<file path="src/rtl/outbuf_wr_sched.sv">
// outbuf_wr_sched: write-side scheduler for the multi-block image output buffer.
// Splits a valid/ready RGB pixel stream across NUMBER_OF_BLOCKS buffer blocks,
// driving one-hot write enables plus a shared address and data bus.
// Optional blanking of all blocks is enabled by defining OUTBUF_CLEAR_EN.
module outbuf_wr_sched #(
  parameter int unsigned DATA_WIDTH       = 24,
  parameter int unsigned ADDR_WIDTH       = 11,
  parameter int unsigned MEMORY_WIDTH     = 2048,
  parameter int unsigned NUMBER_OF_BLOCKS = 3
) (
  input  logic                        CLK,
  input  logic                        RESET,
  input  logic [DATA_WIDTH-1:0]       PIX_DATA,
  input  logic                        PIX_VALID,
  input  logic                        PIX_SOF,
  output logic                        PIX_READY,
  input  logic                        HOLD,
  input  logic                        CLEAR_REQ,
  output logic [NUMBER_OF_BLOCKS-1:0] WR_ENA,
  output logic [ADDR_WIDTH-1:0]       WR_ADDR,
  output logic [DATA_WIDTH-1:0]       WR_DATA,
  output logic [1:0]                  CUR_BLOCK,
  output logic                        BUSY,
  output logic                        FRAME_DONE,
  output logic                        FRAME_ERR
);

  localparam logic [ADDR_WIDTH-1:0] ADDR_LAST = ADDR_WIDTH'(MEMORY_WIDTH - 1);
  localparam logic [1:0]            BLK_LAST  = 2'(NUMBER_OF_BLOCKS - 1);

  typedef enum logic [1:0] {
    ST_IDLE  = 2'd0,
    ST_WRITE = 2'd1,
`ifdef OUTBUF_CLEAR_EN
    ST_DONE  = 2'd2,
    ST_CLEAR = 2'd3
`else
    ST_DONE  = 2'd2
`endif
  } state_t;

  state_t                      state_q, state_d;
  logic [ADDR_WIDTH-1:0]       addr_q, addr_d;
  logic [1:0]                  blk_q, blk_d;
  logic [NUMBER_OF_BLOCKS-1:0] wr_ena_q, wr_ena_d;
  logic [ADDR_WIDTH-1:0]       wr_addr_q, wr_addr_d;
  logic [DATA_WIDTH-1:0]       wr_data_q, wr_data_d;
  logic [1:0]                  cur_blk_q, cur_blk_d;
  logic                        frame_err_q, frame_err_d;
`ifdef OUTBUF_CLEAR_EN
  logic                        clr_last_q, clr_last_d;
`else
  logic                        unused_clear_req;
  assign unused_clear_req = CLEAR_REQ;
`endif

  logic                        pix_ready_c;
  logic                        accept;
  logic                        issue;
  logic [1:0]                  wb;
  logic [ADDR_WIDTH-1:0]       wa;
  logic                        wa_last;
  logic                        last_beat;
  logic [NUMBER_OF_BLOCKS-1:0] ena_onehot;

  // Ready is a pure decode of state, stall and (optionally) clear request.
  always_comb begin
    pix_ready_c = 1'b0;
    case (state_q)
      ST_IDLE: begin
        pix_ready_c = !HOLD;
`ifdef OUTBUF_CLEAR_EN
        if (CLEAR_REQ) pix_ready_c = 1'b0;
`endif
      end
      ST_WRITE: pix_ready_c = !HOLD;
      default:  pix_ready_c = 1'b0;
    endcase
    if (RESET) pix_ready_c = 1'b0;
  end

  assign PIX_READY = pix_ready_c;
  assign accept    = PIX_VALID && pix_ready_c;

  // A SOF beat always lands at block 0, address 0; otherwise at the running position.
  assign wb         = PIX_SOF ? 2'd0 : blk_q;
  assign wa         = PIX_SOF ? '0 : addr_q;
  assign wa_last    = (wa == ADDR_LAST);
  assign last_beat  = wa_last && (wb == BLK_LAST);
  assign ena_onehot = NUMBER_OF_BLOCKS'(1) << wb;

  // Next-state, position counters and registered write-port values.
  always_comb begin
    state_d     = state_q;
    addr_d      = addr_q;
    blk_d       = blk_q;
    wr_ena_d    = '0;
    wr_addr_d   = wr_addr_q;
    wr_data_d   = wr_data_q;
    cur_blk_d   = cur_blk_q;
    frame_err_d = 1'b0;
    issue       = 1'b0;
`ifdef OUTBUF_CLEAR_EN
    clr_last_d  = clr_last_q;
`endif

    case (state_q)
      ST_IDLE: begin
`ifdef OUTBUF_CLEAR_EN
        if (CLEAR_REQ) begin
          state_d    = ST_CLEAR;
          addr_d     = '0;
          clr_last_d = 1'b0;
        end else
`endif
        if (accept && PIX_SOF) begin
          issue = 1'b1;
        end
      end
      ST_WRITE: begin
        if (accept) begin
          issue       = 1'b1;
          frame_err_d = PIX_SOF;
        end
      end
      ST_DONE: begin
        state_d = ST_IDLE;
      end
`ifdef OUTBUF_CLEAR_EN
      ST_CLEAR: begin
        // Extra cycle after the last address keeps BUSY up while that write lands.
        if (clr_last_q) begin
          state_d = ST_IDLE;
        end else begin
          wr_ena_d  = '1;
          wr_addr_d = addr_q;
          wr_data_d = '0;
          if (addr_q == ADDR_LAST) clr_last_d = 1'b1;
          else                     addr_d     = addr_q + ADDR_WIDTH'(1);
        end
      end
`endif
      default: state_d = ST_IDLE;
    endcase

    if (issue) begin
      wr_ena_d  = ena_onehot;
      wr_addr_d = wa;
      wr_data_d = PIX_DATA;
      cur_blk_d = wb;
      if (wa_last) begin
        addr_d = '0;
        blk_d  = wb + 2'd1;
      end else begin
        addr_d = wa + ADDR_WIDTH'(1);
        blk_d  = wb;
      end
      state_d = last_beat ? ST_DONE : ST_WRITE;
    end

    if (state_d == ST_IDLE) begin
      addr_d    = '0;
      blk_d     = '0;
      cur_blk_d = '0;
    end
  end

  // State and output registers with synchronous active-high reset.
  always_ff @(posedge CLK) begin
    if (RESET) begin
      state_q     <= ST_IDLE;
      addr_q      <= '0;
      blk_q       <= '0;
      wr_ena_q    <= '0;
      wr_addr_q   <= '0;
      wr_data_q   <= '0;
      cur_blk_q   <= '0;
      frame_err_q <= 1'b0;
`ifdef OUTBUF_CLEAR_EN
      clr_last_q  <= 1'b0;
`endif
    end else begin
      state_q     <= state_d;
      addr_q      <= addr_d;
      blk_q       <= blk_d;
      wr_ena_q    <= wr_ena_d;
      wr_addr_q   <= wr_addr_d;
      wr_data_q   <= wr_data_d;
      cur_blk_q   <= cur_blk_d;
      frame_err_q <= frame_err_d;
`ifdef OUTBUF_CLEAR_EN
      clr_last_q  <= clr_last_d;
`endif
    end
  end

  assign WR_ENA     = wr_ena_q;
  assign WR_ADDR    = wr_addr_q;
  assign WR_DATA    = wr_data_q;
  assign CUR_BLOCK  = cur_blk_q;
  assign FRAME_ERR  = frame_err_q;
  assign FRAME_DONE = (state_q == ST_DONE);
  assign BUSY       = (state_q != ST_IDLE);

endmodule

</file>
<file path="config.mk">
export PLATFORM = sky130hd
export DESIGN_NAME = outbuf_wr_sched
export DESIGN_NICKNAME = d
export VERILOG_FILES = /design/src/rtl/outbuf_wr_sched.sv
export SDC_FILE = /design/constraint.sdc
export NUM_CORES = 1
export LEC_CHECK = 0
export CORE_ASPECT_RATIO = 0.6
export CORE_UTILIZATION = 49
export DETAILED_ROUTE_END_ITERATION = 8
export PLACE_DENSITY = 0.84
export SYNTH_ARGS = -nofsm -noshare
export SYNTH_HDL_FRONTEND = slang
export SYNTH_SLANG_ARGS = --single-unit
</file>
<file path="constraint.sdc">
create_clock -name CLK -period 4.1 [get_ports CLK]
set_clock_uncertainty 0.1 [all_clocks]
set_input_delay 0.82 -clock CLK [delete_from_list [all_inputs] [get_ports CLK]]
set_output_delay 0.82 -clock CLK [all_outputs]
set_load 0.05 [all_outputs]
</file>
# After elaboration in Yosys (flattened, before gate mapping)
# Cells that the tools add are included.
[word_totals]
regBits = 56
mem_bits_ro = 0
input_bits = 30
latchBits = 0
n_memories = 0
ramBits = 0
out_inout_bits = 44
word_cells = 41
[classes]
n_addsub = 2
multipliers = 0
n_reduce_logical = 11
n_eq_ne = 4
n_mux = 12
div_mod_pow = 0
n_bitwise = 3
magnitude_cmp = 0
shift = 1
[ops]
columns = ["operator", "n"]
rows = [
  ["$mux 11", 2],
  ["$add 11x1->11 const B", 1],
  ["$eq 11x11->1 const B", 1],
  ["$mux 2", 5],
  ["$reduce_or 2->1", 3],
  ["$eq 2x2->1 const B", 2],
  ["$logic_not 2->1", 2],
  ["$mux 1", 4],
  ["$logic_and 1x1->1", 3],
  ["$not 1->1", 3],
  ["$reduce_or 3->1", 1],
  ["$shl 1x2->3 const A", 1],
  ["$add 2x1->2 const B", 1],
  ["$eq 2x1->1 const B", 1],
  ["$pmux 1 s2", 1],
  ["$reduce_bool 2->1", 1],
  ["$logic_not 1->1", 1],
]

# Depth between registers and ports, before layout
[depth]
ltp_word = 11
depth_mapped = 9
mapped_depth_nobuf = 6

# Worst setup path after synthesis
# OpenSTA, ideal clock, no wires.
[synth_path]
path_type = "input to output"
startpoint = "input RESET"
endpoint = "output PIX_READY"
path_slack_ns = 1.131
required_ns = 3.180
n_path_buf = 1
cell_stages = 2
arrival_time_ns = 2.049
path_cell_list = "clkbuf_1 -> nor3_1"
[synth_between]
elab_chain_len = 1
[synth_lines]
columns = ["element", "line_no", "source"]
rows = [
  ["start: declaration", "12", "input logic RESET,"],
  ["$mux 1", "79", "if (RESET) pix_ready_c = 1'b0;"],
  ["end: declaration", "16", "output logic PIX_READY,"],
]
# Every way passes these cells.

# Worst setup path after layout
[layout_path]
startpoint = "input PIX_SOF"
endpoint = "register addr_q[10]"
[layout_between]
elab_chain_len = 7
elab_cells_between_ends = 14
cone_classes = "add/sub: 1; eq/ne: 2; mux: 7; reduce/logical: 4"
[layout_lines]
columns = ["element", "line_no", "source"]
rows = [
  ["start: declaration", "15", "input logic PIX_SOF,"],
  ["$mux 11 (*)", "87", "assign wa = PIX_SOF ? '0 : addr_q;"],
  ["via wa[1]", "61", "logic [ADDR_WIDTH-1:0] wa;"],
  ["$eq 11x11->1", "88", "assign wa_last = (wa == ADDR_LAST);"],
  ["$logic_and 1x1->1", "89", "assign last_beat = wa_last && (wb == BLK_LAST);"],
  ["$mux 2", "158", "state_d = last_beat ? ST_DONE : ST_WRITE;"],
  ["$mux 2", "146", "if (issue) begin"],
  ["$logic_not 2->1", "161", "if (state_d == ST_IDLE) begin"],
  ["$reduce_or 2->1 (no line)", "n/a", ""],
  ["end signal: assignment", "184", "addr_q <= addr_d;"],
  ["end: declaration", "43", "logic [ADDR_WIDTH-1:0] addr_q, addr_d;"],
]
# The timed path passes the listed nets; every way through them passes the cells marked *.
# A chain may end at the register's enable or synchronous reset.

==> results.md <==
- Outcome: complete, no violations
- DRT antenna net count: 0
- Flops & latches, synth: 56
- Cts-stage hold buffer count: 0
- Setup crit start kind: input pin
- Vias: 2,198
- GRT Util Overall: 22.5%
- Hpwl dp: 3740 um
- Vias in the first global route: 1,914
- Maximum vdd drop: 0.000202 V
- PortBufs: 72
- Worst setup margin: 1020 ps
- Warnings, synthesis: 0
- Critical path class: input pin to register
- Global-route wire length before repair: 9190 um
- Slew HR: 59.2%
- Max cap viols: 0
- CTS tree: yes
- Non-Filler Instances: 412
- Setup Total Neg Slack: 0 ps
- Area delta synth->final: 36.4%
- FF-to-FF Start: addr_q[1]$_SDFFE_PP0N_
- Worst Tran Pin Value: 611 ps
- Period utilisation layout: 75.1%
- Die area: 5070 um^2
- FMAX: 325 MHz
- Wirelength, routed: 5500 um
- Commonest non-fill, non-tap cell in the layout: nand2_1
- RSZ-0062 raised after global routing: false
- R2R Setup Slk: 1700 ps
- H-tree Lvls: 2
- Post-route design area: 3190 um^2
- LEAKAGE: 1.05 nW
- CTS buffer count: 5
- Share of Yosys cell area claimed by the top area cell type: 47.9%
- PwrDens: 315 nW/um^2
- Pre-CTS setup slack: 815 ps
- Worst Hold End: WR_ENA[1]$_SDFF_PP0_
- Synthesized area per cell: 8.19 um^2
- ANT cells: 0
- Post-CTS setup buffers: 0
- Synth area leader: dfxtp_1
- Placed insts: 404
- DP Area: 3090 um^2
- Commonest cells after routing, fill and taps aside: nand2_1, clkdlybuf4s50_1, dfxtp_1
- Fraction of layout cells with a size suffix above 1: 6.02%
- Hold Violations, Final: 0
- Final Core Density: 69.6%
- Final nets: 380
- DRC viols: 0
- 1st-pass router iterations: 4
- CP Data Required Time: 4240 ps
- CP Capture Type: register
- Clock Path Buffers: 2
- Hold Path Class: register to register
- Worst-skew pair later-pin latency: 300 ps
- Mapped Cells: 286
- Count of final setup violators: 0
- Clock sink count: 56
- Synth top area cells: dfxtp_1, nand2_1, a21oi_1
- Final Critical Period: 3080 ps
- Initial core utilization: 51.0%
- Antenna violations before repair: 0
- Placement Rows: 19
- R2r endpoint: addr_q[10]$_SDFFE_PP0N_
- Mapped Nets: 318
- Largest net degree at the start of global routing: 38
- Root buf cell: clkbuf_8
- Top Ports: 74
- Crit path arrival time: 3220 ps
- Worst Hold Launch: blk_q[1]$_SDFFE_PP0N_
- Worst-path fanout max: 10
- Die Ht: 55.5 um
- Starting DRT DRC Count: 120
- R2R depth: 6
- WHS Path Cells: 1
- Final Max Tran Viols: 0
- Post_cts resized: 0
- Die width: 91.2 um
- Gr ovfl total: 0
- Core Box Area: 4590 um^2
- Wire per inst: 13.4 um
- Final GP Congestion: 0.785
- CTS clock-pin slew for the worst setup and hold paths: 90 ps
- Post-Syn Area: 2340 um^2
- Via density per instance: 5.33
- Register area share after synthesis: 47.9%
- Synth cell types: 37
## kinds of logic after synthesis
kind of cell / count (synthesis) / synth area share (%)
DFF: 56 / 47.9
AOI/OAI and AO/OA: 64 / 15.5
adders and majority gates: 2 / 1.07
buffers and inverters: 24 / 5.18
and+or+nand+nor: 139 / 29.9
muxes: 1 / 0.428
## cells in the mapped netlist
master	n
a21oi_1	43
clkbuf_1	13
nor3b_1	1
or4b_1	2
or3_1	4
o21ai_0	4
o31ai_1	2
mux2i_1	1
nor3_1	4
a211oi_1	1
and2_1	3
a31oi_1	6
a21oi_2	1
nand2_1	76
and4_1	3
nand4b_1	1
nand4_1	3
nor2b_1	9
and3_1	2
buf_2	7
and3b_1	1
nand3b_1	7
inv_1	1
dfxtp_1	56
a31o_2	1
o21ai_2	1
or4_1	1
nand3_1	9
a41oi_1	3
nor2_4	1
a22oi_1	2
nor2_1	8
or2_2	2
ha_1	2
buf_6	3
nor4b_4	1
and4b_1	1
## registers in the layout, indices dropped and copies added (netlist names)
register / cells
addr_q: 11
blk_q: 2
FRAME_ERR: 1
CUR_BLOCK: 2
WR_ADDR: 11
WR_DATA: 24
state_q: 2
WR_ENA: 3
## worst max-delay path, cell delays in order
cell,delay [ps]
clkdlybuf4s50_1,500
nor2b_1,300
ha_1,260
and3_1,380
and4_1,340
or4b_1,460
a21oi_1,150
## final cells by class
type | instances | area [um^2]
Fill cell | 379 | 1400
Sequential cell | 56 | 1120
Multi-Input combinational cell | 206 | 1110
Timing Repair Buffer | 78 | 776
Tap cell | 63 | 78.8
Clock buffer | 6 | 72.6
Clock inverter | 2 | 35.0
Inverter | 1 | 3.75
## metal layers
metal	share of wire, %	global-route usage (%)
met5	0	0
met4	0.18	3.40
met3	8.6	8.54
met2	43	33.3
met1	48	31.7
## worst max-delay path by stage
stage | start | to | slack, ps | cells past startpoint
after global routing | PIX_SOF | addr_q[10]$_SDFFE_PP0N_ | 960 | 7
final | PIX_SOF | addr_q[10]$_SDFFE_PP0N_ | 1020 | 7
after floorplan | RESET | PIX_READY | 1130 | 2
after detailed placement | PIX_SOF | addr_q[10]$_SDFFE_PP0N_ | 820 | 7
after CTS | RESET | PIX_READY | 1070 | 4
after global placement | PIX_SOF | addr_q[10]$_SDFFE_PP0N_ | 920 | 7
## stage by stage
| step | total power [mW] | hold WS (ps) |
|---|---|---|
| 2_1_floorplan | 0.621 | 313 |
| 3_3_place_gp | 0.669 | 327 |
| 3_5_place_dp | 0.670 | 339 |
| 4_1_cts | 1.02 | 352 |
| 5_1_grt | 1.05 | 376 |
| 6_report | 1.01 | 353 |
## report_power, final
| group | internal [mW] | switching (mW) |
|---|---|---|
| registers | 0.549 | 0.00356 |
| clock network | 0.181 | 0.169 |
| logic | 0.0464 | 0.0579 |
| total | 0.777 | 0.230 |
No activity file was read; power rests on OpenSTA's default activity.
